File: src/rtl/mem_pkg.sv
// Shared definitions for the memory-stage data-access controller:
// load-extend codes, controller states, store byte patterns and the
// alignment rule used to decide whether a bus cycle may be issued.
package mem_pkg;

  typedef enum logic [2:0] {
    EXT_W  = 3'd0,
    EXT_B  = 3'd1,
    EXT_BU = 3'd2,
    EXT_H  = 3'd3,
    EXT_HU = 3'd4
  } ext_op_e;

  typedef enum logic [1:0] {
    IDLE   = 2'd0,
    REQ    = 2'd1,
    WAIT_R = 2'd2,
    DONE   = 2'd3
  } state_e;

  localparam logic [3:0] WE_NONE = 4'b0000;
  localparam logic [3:0] WE_BYTE = 4'b0001;
  localparam logic [3:0] WE_HALF = 4'b0011;
  localparam logic [3:0] WE_WORD = 4'b1111;

  // Access size comes from the extend op for loads and from the byte
  // pattern for stores; anything that is neither byte nor half is a word.
  function automatic logic is_misaligned(input logic       is_load,
                                         input logic [3:0] we,
                                         input logic [2:0] ext,
                                         input logic [1:0] lo);
    logic half;
    logic word;
    if (is_load) begin
      half = (ext == EXT_H) || (ext == EXT_HU);
      word = !(half || (ext == EXT_B) || (ext == EXT_BU));
    end else begin
      half = (we == WE_HALF);
      word = !(half || (we == WE_BYTE));
    end
    return (half && lo[0]) || (word && (lo != 2'b00));
  endfunction

endpackage

File: src/rtl/load_align.sv
// Load lane select and sign/zero extension of the raw bus read word.
module load_align
  import mem_pkg::*;
(
  input  logic [31:0] rdata,
  input  logic [1:0]  lane,
  input  logic [2:0]  ext_op,
  output logic [31:0] data
);

  logic [7:0]  byte_v;
  logic [15:0] half_v;

  // Pick the addressed byte/half lane, then extend according to the op.
  always_comb begin
    // NOTE: every output of a combinational block gets a default first so
    // no path through the case statements can leave it unassigned (latch).
    byte_v = rdata[7:0];
    data   = rdata;
    case (lane)
      2'd1:    byte_v = rdata[15:8];
      2'd2:    byte_v = rdata[23:16];
      2'd3:    byte_v = rdata[31:24];
      default: byte_v = rdata[7:0];
    endcase
    half_v = lane[1] ? rdata[31:16] : rdata[15:0];
    case (ext_op)
      EXT_B:   data = {{24{byte_v[7]}}, byte_v};
      EXT_BU:  data = {24'd0, byte_v};
      EXT_H:   data = {{16{half_v[15]}}, half_v};
      EXT_HU:  data = {16'd0, half_v};
      default: data = rdata;
    endcase
  end

endmodule

File: src/rtl/dmem_access.sv
// Memory-stage data-access controller: issues req/ack/rvalid bus cycles for
// the EX/MEM slot, aligns store/load data, stalls upstream while busy.
// Optional LL/SC link tracking is enabled by defining DMEM_LLSC_EN.
module dmem_access
  import mem_pkg::*;
#(
  parameter int ADDR_W = 32
) (
  input  logic              cpu_clk,
  input  logic              cpu_rst,
  input  logic              valid_in,
  input  logic              mem_rd_in,
  input  logic [3:0]        ram_we_in,
  input  logic [2:0]        ram_ext_op_in,
  input  logic [ADDR_W-1:0] addr_in,
  input  logic [31:0]       wdata_in,
  input  logic              ll_in,
  input  logic              sc_in,
  output logic              suspend,
  output logic              dbus_req,
  output logic [3:0]        dbus_we,
  output logic [ADDR_W-1:0] dbus_addr,
  output logic [31:0]       dbus_wdata,
  input  logic              dbus_ack,
  input  logic              dbus_rvalid,
  input  logic [31:0]       dbus_rdata,
  output logic [31:0]       ld_data_out,
  output logic              res_valid_out,
  output logic              mem_err_out
);

  state_e      state;
  logic [1:0]  lane_q;
  logic [2:0]  ext_q;
  logic        load_q;
  logic        sc_q;
  logic        start;
  logic        is_load;
  logic        misalign;
  logic        sc_fail;
  logic        ld_capture;
  logic [3:0]  we_shift;
  logic [31:0] wdata_rep;
  logic [31:0] aligned;

  assign is_load    = mem_rd_in;
  assign start      = (state == IDLE) && valid_in && (mem_rd_in || (ram_we_in != WE_NONE));
  assign misalign   = is_misaligned(is_load, ram_we_in, ram_ext_op_in, addr_in[1:0]);
  assign suspend    = start || (state == REQ) || (state == WAIT_R);
  assign we_shift   = ram_we_in << addr_in[1:0];
  assign ld_capture = load_q && dbus_rvalid &&
                      (((state == REQ) && dbus_ack) || (state == WAIT_R));

  // Replicate store data across all lanes so any byte enable finds it.
  always_comb begin
    wdata_rep = wdata_in;
    case (ram_we_in)
      WE_BYTE: wdata_rep = {4{wdata_in[7:0]}};
      WE_HALF: wdata_rep = {2{wdata_in[15:0]}};
      default: wdata_rep = wdata_in;
    endcase
  end

  load_align u_load_align (
    .rdata  (dbus_rdata),
    .lane   (lane_q),
    .ext_op (ext_q),
    .data   (aligned)
  );

`ifdef DMEM_LLSC_EN
  logic              link_valid;
  logic [ADDR_W-3:0] link_addr;
  logic              ll_q;

  assign sc_fail = sc_in && !is_load &&
                   !(link_valid && (link_addr == addr_in[ADDR_W-1:2]));

  // Link register: set when an LL load returns data, cleared by every SC
  // and by any store this unit performs to the linked word.
  always_ff @(posedge cpu_clk) begin
    if (cpu_rst) begin
      link_valid <= 1'b0;
      link_addr  <= '0;
      ll_q       <= 1'b0;
    end else if (start) begin
      ll_q <= ll_in && is_load && !misalign;
      if (!is_load && (sc_in || (!misalign && link_valid &&
                                 (link_addr == addr_in[ADDR_W-1:2]))))
        link_valid <= 1'b0;
    end else if (ll_q && ld_capture) begin
      link_valid <= 1'b1;
      link_addr  <= dbus_addr[ADDR_W-1:2];
    end
  end
`else
  logic ll_unused;
  assign ll_unused = ll_in;
  assign sc_fail   = 1'b0;
`endif

  // Access FSM with registered bus and result outputs.
  always_ff @(posedge cpu_clk) begin
    if (cpu_rst) begin
      // NOTE: state and outputs use non-blocking assignments so every
      // register samples the pre-edge values regardless of statement order.
      state         <= IDLE;
      dbus_req      <= 1'b0;
      dbus_we       <= WE_NONE;
      dbus_addr     <= '0;
      dbus_wdata    <= '0;
      ld_data_out   <= '0;
      res_valid_out <= 1'b0;
      mem_err_out   <= 1'b0;
      lane_q        <= '0;
      ext_q         <= '0;
      load_q        <= 1'b0;
      sc_q          <= 1'b0;
    end else begin
      res_valid_out <= 1'b0;
      mem_err_out   <= 1'b0;
      case (state)
        IDLE: begin
          if (start) begin
            lane_q <= addr_in[1:0];
            ext_q  <= ram_ext_op_in;
            load_q <= is_load;
            sc_q   <= sc_in && !is_load;
            if (misalign) begin
              state         <= DONE;
              res_valid_out <= 1'b1;
              mem_err_out   <= 1'b1;
            end else if (sc_fail) begin
              state         <= DONE;
              res_valid_out <= 1'b1;
              ld_data_out   <= 32'd0;
            end else begin
              state      <= REQ;
              dbus_req   <= 1'b1;
              dbus_we    <= is_load ? WE_NONE : we_shift;
              dbus_addr  <= {addr_in[ADDR_W-1:2], 2'b00};
              dbus_wdata <= wdata_rep;
            end
          end
        end
        REQ: begin
          if (dbus_ack) begin
            dbus_req <= 1'b0;
            dbus_we  <= WE_NONE;
            if (!load_q) begin
              state         <= DONE;
              res_valid_out <= 1'b1;
              if (sc_q) ld_data_out <= 32'd1;
            end else if (ld_capture) begin
              state         <= DONE;
              res_valid_out <= 1'b1;
              ld_data_out   <= aligned;
            end else begin
              state <= WAIT_R;
            end
          end
        end
        WAIT_R: begin
          if (ld_capture) begin
            state         <= DONE;
            res_valid_out <= 1'b1;
            ld_data_out   <= aligned;
          end
        end
        DONE:    state <= IDLE;
        default: state <= IDLE;
      endcase
    end
  end

endmodule

File: config.mk
export PLATFORM = sky130hd
export DESIGN_NAME = dmem_access
export DESIGN_NICKNAME = d
export VERILOG_FILES = /design/src/rtl/mem_pkg.sv /design/src/rtl/load_align.sv /design/src/rtl/dmem_access.sv
export SDC_FILE = /design/constraint.sdc
export NUM_CORES = 1
export LEC_CHECK = 0
export ABC_AREA = 1
export CAP_MARGIN = 0
export CORE_MARGIN = 5
export CORE_UTILIZATION = 28
export CTS_CLUSTER_DIAMETER = 30
export DETAILED_ROUTE_END_ITERATION = 10
export GPL_TIMING_DRIVEN = 0
export SLEW_MARGIN = 20
export SYNTH_ARGS = -nofsm -noshare
export SYNTH_HDL_FRONTEND = slang
export SYNTH_HIERARCHICAL = 1
export SYNTH_SLANG_ARGS = --single-unit
File: constraint.sdc
create_clock -name cpu_clk -period 2 [get_ports cpu_clk]
set_clock_uncertainty 0.15 [all_clocks]
set_input_delay 0.4 -clock cpu_clk [delete_from_list [all_inputs] [get_ports cpu_clk]]
set_output_delay 0.4 -clock cpu_clk [all_outputs]
set_load 0.02 [all_outputs]
==> metrics, run 1 <==
Synth area leaders dfxtp_1 (40%), nand2_1 (15%), nand3_1 (7.8%), nor2_1 (6.8%), a21oi_1 (5.5%); largest net degree at the start of global routing 23; Hold Path Class register to register; Routed Antenna Nets 0; Initial DRC Count 457; Rel. slew slack 57.91%; Final Cycle Share 96.02%; CTS clk-pin slew, worst paths 0.09 ns; total grt overflow 0; DP HPWL 16000 um; Final WS setup 0.07959 ns; Clock power frac 23.8%; initial antenna violation count 4; # port buffers 211; chip width 151.1 um; P_int 4758 uW; global-route wire length before repair 31440 um; Startpoint Class register; final core occ 43.86%; Die H 151.1 um; PwrDens 919.1 nW/um2; FF+latch count, synth 110; Reg power frac 33.2%; DR vias/cell 4.699; Tmin final 1.920 ns; cell with the most instances after synthesis nand2_1; maxcap violations 0; CP Data Required Time 1.45 ns; crit path max fanout 5; worst slew pin tran 0.6313 ns; Final Power 7872 uW; site row count 51; fmax 520.7 MHz; core area 19530 um2; switching pwr 3114 uW; setup violators final 0; dpl ws -0.7383 ns; Post-synth EDFFs 0; Distinct cells, synth 39; total negative setup slack 0 ns; CTS tree done; data arrival time of the worst path 1.37 ns; Die ar. 22830 um2; most frequent cells after synthesis nand2_1 (229), dfxtp_1 (110), nor2_1 (101); combinational share of power 42.9%; design area 8564 um2; Sw Share 39.56%; crit path capture type output port; R2R Setup Slk 0.13 ns; mapped cell area 5573 um2; fin nets 1169; wire per inst 15.55 um; # DRC 0; DR vias 6222; Leakage 0.003531 uW; Cells after Synth 820; main flop type after synthesis dfxtp_1; Placed Area 8020 um2; Synth top area share 39.52%; Ports 215; status finished, final reports clean; Initial Util 28.54%; gr usage total 17.71%; routability cong. 0.9056; Hold Violations, Final 0; share of layout cells above drive strength 1 11.81%; worst vdd ir 0.4710 mV; final slew viol count 0; maximum root-to-sink buffer count 2; clock sink count 110; drt pass-1 iters 7; Syn-to-layout area delta 53.68%; register area share after synthesis 39.52%; Mean Syn Cell Area 6.796 um2; Syn. warnings 6; Num CTS Buffers 9; WL final 20590 um; vias in the first global route 5889; area leader, netlist dfxtp_1; cts hold-fix bufs 0; CTS root buf clkbuf_16; H-tree Lvls 3; Async SR Flop Fraction 0%; worst skew pair latency 0.35 ns; Setup Crit Path Kind register to output port
-- area by class of cell --
type	count	area [um2]
multi-input combinational	613	2982
tap	265	331.6
inverter	50	205.2
sequential	110	2207
antenna	1	2.502
clock buffer	9	225.2
clock inverter	7	85.08
buffer	47	321.6
fill	2057	10960
timing repair buffer	222	2205
-- metal layers --
metal,up-vias,global-route usage [%],routed length [um]
met1,2778,22.51,8820
met5,-,0,46
li1,3150,-,-
met4,8,4.170,275
met2,261,27.82,8796
met3,25,7.630,2648
-- through the flow --
stage               hold WS, ns  instances
global placement         0.3002       1297
finish                   0.3176       1324
global route             0.3316       1323
detailed placement       0.3045       1297
CTS                      0.3180       1317
floorplan                0.2903        821
-- power by group through the flow --
stage	Combinational (uW)	Clock (uW)	Sequential, uW
after floorplan	1760	0	2860
after global placement	3150	0	2640
after detailed placement	3150	0	2650
after CTS	3250	1930	2610
after global routing	3730	2010	2650
final	3380	1880	2620
-- sequential cells by signal (all words and copies together), names as in the netlist --
signal and flops:
res_valid_out 1, sc_q 1, dbus_addr 30, load_q 1, mem_err_out 1, ext_q 3
state 2, lane_q 2, dbus_req 1, ld_data_out 32, dbus_wdata 32, dbus_we 4
-- worst paths after layout --
kind	start	to	cells after the start
max	state[0]	suspend	7
min	dbus_addr[17]	dbus_addr[17]	2
max reg2reg	state[0]	ld_data_out[17]	10
min reg2reg	dbus_addr[17]	dbus_addr[17]	2
-- repair_timing --
item	in CTS	in global routing
setup buffers	5	6
endpoints found under the setup margin	96	84
gates resized for setup	36	23
pin swaps	4	4
hold endpoints to repair	0	0
-- worst max-delay path: stages, from the launching register on --
cell     delay, ns
dfxtp_4       0.40
inv_4         0.06
ha_4          0.16
nand2_2       0.06
inv_2         0.04
nand2_4       0.09
nand3_4       0.07
buf_6         0.14
-- logic make-up (layout without fill, tap and decap cells) --
group	count (synthesis)	in the layout	share of synthesized area, %
AO/OA/AOI/OAI	104	104	10.01
other	1	3	0.06729
adder cells (fa/ha/maj)	5	5	1.123
buffers and inverters	98	335	8.734
flip-flops	110	110	39.52
AND/OR/NAND/NOR	502	502	40.55
-- placed cells by master, fill, tap and decap left out, types with 3 or more instances in the layout --
cell and instances:
nand2_1 226, clkdlybuf4s50_1 204, dfxtp_1 108, nor2_1 101, nand3_1 85, a21oi_1 61
nor3_1 38, inv_1 33, buf_4 25, o21ai_1 16, nand3_2 13, o21ai_0 13
inv_2 12, buf_2 11, buf_6 10, clkbuf_1 9, clkbuf_16 9, nand4_1 8
nor3b_1 7, o22ai_1 6, nand2_2 5, nand2_4 5, dlygate4sd2_1 5, nor2_4 3
nand3_4 3, nor3_2 3, ha_1 3
Power figures use the tool's default switching activity.
==> inputs of run 2 (changes only) <==
- MAX_ROUTING_LAYER: not set -> met4
==> run 2 against run 1 <==
Compared with the run above: clock power about the same; cell count up 0.38%; power up 0.33%; first-iteration DRC count down 13%; cell area up 0.19%; critical endpoint unchanged; critical path type unchanged; die area unchanged.
==> metrics, run 2 (synthesis gave the netlist of run 1 again) <==
core area 19530 um2 (unchanged); commonest non-fill, non-tap cells in the layout nand2_1 (226), clkdlybuf4s50_1 (205), dfxtp_1 (108); Startpoint Class register; DP HPWL 16140 um (+0.90%); DR vias 6186 (-0.58%); Final WS setup 0.05802 ns (-0.02156 ns); Ports 215 (unchanged); gr usage total 18.54% (+0.83 points); Reg area 2210 um2 (+0.11%); CTS root buf clkbuf_16; data arrival time of the worst path 1.39 ns (+0.02 ns); site row count 51 (unchanged); cts hold-fix bufs 0 (unchanged); worst skew pair latency 0.37 ns (+0.02 ns); Die ar. 22830 um2 (unchanged); initial antenna violation count 5 (+1); CTS tree done; H-tree Lvls 3 (unchanged); CP bufs+invs 3 (unchanged); slowest CP cell dfxtp_4; worst vdd ir 0.5343 mV (+13%); crit-path leading delay family buffers and inverters; final core occ 43.94% (+0.083 points); largest net degree at the start of global routing 23 (unchanged); wire per inst 15.65 um (+0.64%); setup violators final 0 (unchanged); worst slew pin tran 0.6160 ns (-0.01524 ns); Tmin final 1.942 ns (+0.02156 ns); # DRC 0 (unchanged); # port buffers 211 (unchanged); Rel. slew slack 58.93% (+1.0 points); drt pass-1 iters 5 (-2); fmax 514.9 MHz (-1.1%); Leakage 0.003528 uW (about the same); dpl ws -0.7293 ns (+0.009062 ns); crit path max fanout 5 (unchanged); Hold Violations, Final 0 (unchanged); vias in the first global route 6134 (+4.2%); chip width 151.1 um (unchanged); global-route wire length before repair 31880 um (+1.4%); routability cong. 0.9143 (+0.96%); total negative setup slack 0 ns (unchanged); CTS clk-pin slew, worst paths 0.09 ns (about the same); PwrDens 920.4 nW/um2 (+0.14%); WL final 20800 um (+1.0%); crit path capture type output port; Final Power 7898 uW (+0.33%); commonest non-fill, non-tap cell in the layout nand2_1; Die H 151.1 um (unchanged); Max stage delay on crit path 0.37 ns (-0.03 ns); Syn-to-layout area delta 53.97%; crit-path cells buf_4 -> ha_1 -> inv_2 -> nand3_4 -> buf_6; status finished, final reports clean; final slew viol count 0 (unchanged); Largest regs dbus_wdata (32), ld_data_out (32), dbus_addr (30); Initial Util 28.54% (unchanged); maximum root-to-sink buffer count 2 (unchanged); share of layout cells above drive strength 1 11.63% (-0.19 points); fillers 2090 (+1.6%); Setup Crit Path Kind register to output port; Final Cycle Share 97.10% (+1.1 points); unrepaired setup endpoints after global routing yes; Num CTS Buffers 9 (unchanged); CP Data Required Time 1.45 ns (about the same); fin nets 1169 (unchanged); clock sink count 110 (unchanged); maxcap violations 0 (unchanged); Routed Antenna Nets 0 (unchanged); multi-input logic area 2970 um2 (-0.38%); total grt overflow 0 (unchanged); Initial DRC Count 396 (-13%); Hold Path Class register to register; DR vias/cell 4.655 (-0.95%)
[run 2: changes by cell type in the layout (fill, tap and decap cells not counted), moves of 2 or more]
| cell | previous run | this run |
|---|---|---|
| buf_2 | 11 | 5 |
| diode_2 | 1 | 6 |
| buf_4 | 25 | 28 |
| clkbuf_4 | 2 | 4 |
| inv_8 | 2 | 0 |
[run 2: worst register-to-register path: stages (launching register included)]
cell and delay [ns]:
dfxtp_4 0.36, buf_4 0.14, ha_4 0.19, nand2_1 0.12, inv_2 0.07, a21oi_4 0.19
inv_2 0.06, nand3_1 0.10, nand2_2 0.10, buf_4 0.20, nor3_1 0.13
[run 2: area by class of cell]
type,instances,share of cell area [%]
antenna,6,0.1750
buffer,47,4.039
clock buffer,9,2.625
clock inverter,7,1.050
inverter,50,2.362
multi-input combinational,613,34.62
sequential,110,25.75
tap,265,3.864
timing repair buffer,222,25.52
[run 2: report_power, final]
| part | internal, uW | switching, uW |
|---|---|---|
| registers | 2440 | 169 |
| logic | 1420 | 1970 |
| clock network | 904 | 1000 |
| total | 4760 | 3140 |
[run 2: metrics by stage]
step | area [um2] | hold WS (ns) | instances
final | 8581 | 0.3159 | 1329
after global routing | 8578 | 0.3343 | 1328
after CTS | 8452 | 0.3190 | 1318
after detailed placement | 8020 | 0.3050 | 1297
after global placement | 8020 | 0.3004 | 1297
after floorplan | 5577 | 0.2903 | 821
[run 2: worst paths after layout]
check / startpoint / to / slack (ns) / depth (start not counted)
max: state[1] / suspend / 0.06 / 5
min: dbus_wdata[3] / dbus_wdata[3] / 0.32 / 2
max reg2reg: state[0] / ld_data_out[21] / 0.13 / 10
min reg2reg: dbus_wdata[3] / dbus_wdata[3] / 0.32 / 2
[run 2: per-layer routing]
metal	track usage [%]	routed length (um)	vias up	part of all wire (%)
met2	28.15	8911	229	43
met4	4.986	289	0	1.4
met5	-	0	-	0
met1	23.06	9123	2779	44
li1	-	-	3157	-
met3	7.241	2472	21	12
[run 2: repair_timing]
item / in CTS / in global routing
pin swaps: 4 / 3
setup buffers: 6 / 5
gates resized for setup: 39 / 27
setup endpoints to repair: 91 / 52
==> inputs of run 3 (changes only) <==
- clock period: 2 -> 2.5 ns (I/O delays scaled with it)
==> run 3 against run 2 <==
Compared with the run above: sequential power down 20%; setup slack improved by 0.061 ns; power is 22% lower; register-to-register slack gained 0.16 ns; sequential cell count did not move; core utilization down 1.1 points; critical endpoint unchanged; largest cell class unchanged; largest power group unchanged; highest routed layer unchanged.
==> metrics, run 3 (synthesis gave the netlist of run 1 again) <==
status finished, final reports clean; routing usage on met3 7.301% (+0.060 points); slowest CP cell clkdlybuf4s50_1; Startpoint Class input port; worst slew pin tran 0.6067 ns (-0.009296 ns); Routed Antenna Nets 0 (unchanged); fin nets 1161 (-0.68%); initial antenna violation count 4 (-1); Hold Violations, Final 0 (unchanged); CP dominant cell by count nand3_1; Hold Path Class register to register; share of layout cells above drive strength 1 9.048% (-2.6 points); DR vias 6113 (-1.2%); PwrDens 733.4 nW/um2 (-20%); Setup Crit Path Kind input port to output port; Tmin final 2.381 ns; largest net degree at the start of global routing 23 (unchanged); global-route wire length before repair 31730 um (-0.50%); CP bufs+invs 2 (-1); # DRC 0 (unchanged); CTS clk-pin slew, worst paths 0.09 ns (about the same); cts hold-fix bufs 0 (unchanged); vias in the first global route 6098 (-0.59%); Worst Hold Slack 0.3164 ns (+0.0005620 ns); GR Util met2 27.93% (-0.22 points); design area 8362 um2 (-2.6%); final slew viol count 0 (unchanged); site row count 51 (unchanged); setup violators final 0 (unchanged); drt pass-1 iters 5 (unchanged); data arrival time of the worst path 1.73 ns (+0.34 ns); unrepaired setup endpoints after global routing no; clock sink count 110 (unchanged); commonest non-fill, non-tap cell in the layout nand2_1; switching pwr 2440 uW (-22%); routability cong. 0.9143 (unchanged); fillers 2103 (+0.62%); Reg area 2202 um2 (-0.34%); maximum root-to-sink buffer count 2 (unchanged); Final WS setup 0.1187 ns (+0.06067 ns); CTS root buf clkbuf_16; Clock power frac 24.8% (+0.7 points); worst skew pair latency 0.37 ns (about the same); DP HPWL 16140 um (unchanged); fmax 419.9 MHz; DR vias/cell 4.631 (-0.51%); wire per inst 15.63 um (-0.14%); WL final 20630 um (-0.82%); multi-input logic area 2888 um2 (-2.8%); Ports 215 (unchanged); Num CTS Buffers 9 (unchanged); dpl ws -0.4293 ns (+0.3000 ns); final core occ 42.82% (-1.1 points); maxcap violations 0 (unchanged); Leakage 0.003442 uW (-2.4%); Rel. slew slack 59.55% (+0.62 points); crit-path leading delay family buffers and inverters; Largest regs dbus_wdata (32), ld_data_out (32), dbus_addr (30); Initial DRC Count 366 (-7.6%); crit path max fanout 5 (unchanged); gr usage total 18.48% (-0.051 points); Max stage delay on crit path 0.51 ns (+0.14 ns); Reg power frac 33.9% (+0.9 points); H-tree Lvls 3 (unchanged); busiest grt layer met2; total grt overflow 0 (unchanged); crit path capture type output port; Syn-to-layout area delta 50.04%; chip width 151.1 um (unchanged); core area 19530 um2 (unchanged); combinational share of power 41.3% (-1.5 points); Initial Util 28.54% (unchanged); P_int 3693 uW (-22%); # port buffers 211 (unchanged); Placed Area 8020 um2 (unchanged); Die ar. 22830 um2 (unchanged); CP Data Required Time 1.85 ns (+0.40 ns); Sw Share 39.79% (+0.067 points); Die H 151.1 um (unchanged); commonest non-fill, non-tap cells in the layout nand2_1 (229), clkdlybuf4s50_1 (208), dfxtp_1 (110); worst vdd ir 0.4344 mV (-19%); Final Cycle Share 95.25%; CTS tree done; met1 track demand over resource 23.06% (about the same); crit-path cells clkdlybuf4s50_1 -> nor2_1 -> nand3_1 -> nand2_2 -> nand3_1 -> clkdlybuf4s15_2
run 3: changes by cell type in the layout (fill, tap and decap cells not counted), moves of 4 or more:
cell / before / now
buf_6: 11 / 6
inv_2: 11 / 7
clkbuf_4: 4 / 0
buf_4: 28 / 13
buf_2: 5 / 18
inv_1: 34 / 39
run 3: metal layers:
| metal | wire length, um | share of wire, % |
|---|---|---|
| met1 | 9227 | 45 |
| met2 | 8747 | 42 |
| met3 | 2386 | 12 |
| met4 | 265 | 1.3 |
| met5 | 0 | 0 |
run 3: cell type report:
class	count	area share [%]
clock buffer	9	2.693
buffer	48	3.457
clock inverter	7	1.077
timing repair buffer	213	25.42
multi-input combinational	613	34.54
sequential	110	26.34
tap	265	3.965
antenna	5	0.1496
inverter	50	2.364
run 3: worst register-to-register path, cell delays in order, from the launching register on:
cell and delay (ns):
dfxtp_1 0.40, inv_1 0.10, ha_1 0.18, buf_2 0.17, nand2_1 0.12, inv_2 0.05, a21oi_2 0.21, inv_2 0.05
nand3_1 0.09, nand2_1 0.12, clkbuf_1 0.28, nor3_1 0.21
run 3: worst paths after layout:
check              endpoint  cells past startpoint           from  slack [ns]
max                 suspend                      6      mem_rd_in        0.12
min           dbus_wdata[3]                      2  dbus_wdata[3]        0.32
max reg2reg  ld_data_out[7]                     11       state[1]        0.29
min reg2reg   dbus_wdata[3]                      2  dbus_wdata[3]        0.32
run 3: timing repair:
| item | 4_1_cts | 5_1_grt |
|---|---|---|
| setup buffers | 1 | 1 |
| resized for setup | 5 | 0 |
| pin swaps | 1 | 1 |
| endpoints found under the setup margin | 1 | 1 |
run 3: per-stage QoR:
step                      power, uW  TNS, ns  cells
after detailed placement       4651   -2.716   1297
after global routing           6544        0   1319
after floorplan                3701        0    821
final                          6133        0   1320
after global placement         4645   -2.299   1297
after CTS                      6184        0   1314
run 3: power by group through the flow:
stage / logic, uW / clock network [uW] / registers, uW
floorplan: 1410 / 0 / 2290
global placement: 2530 / 0 / 2120
detailed placement: 2530 / 0 / 2120
CTS: 2550 / 1560 / 2080
global route: 2800 / 1640 / 2110
finish: 2530 / 1520 / 2080
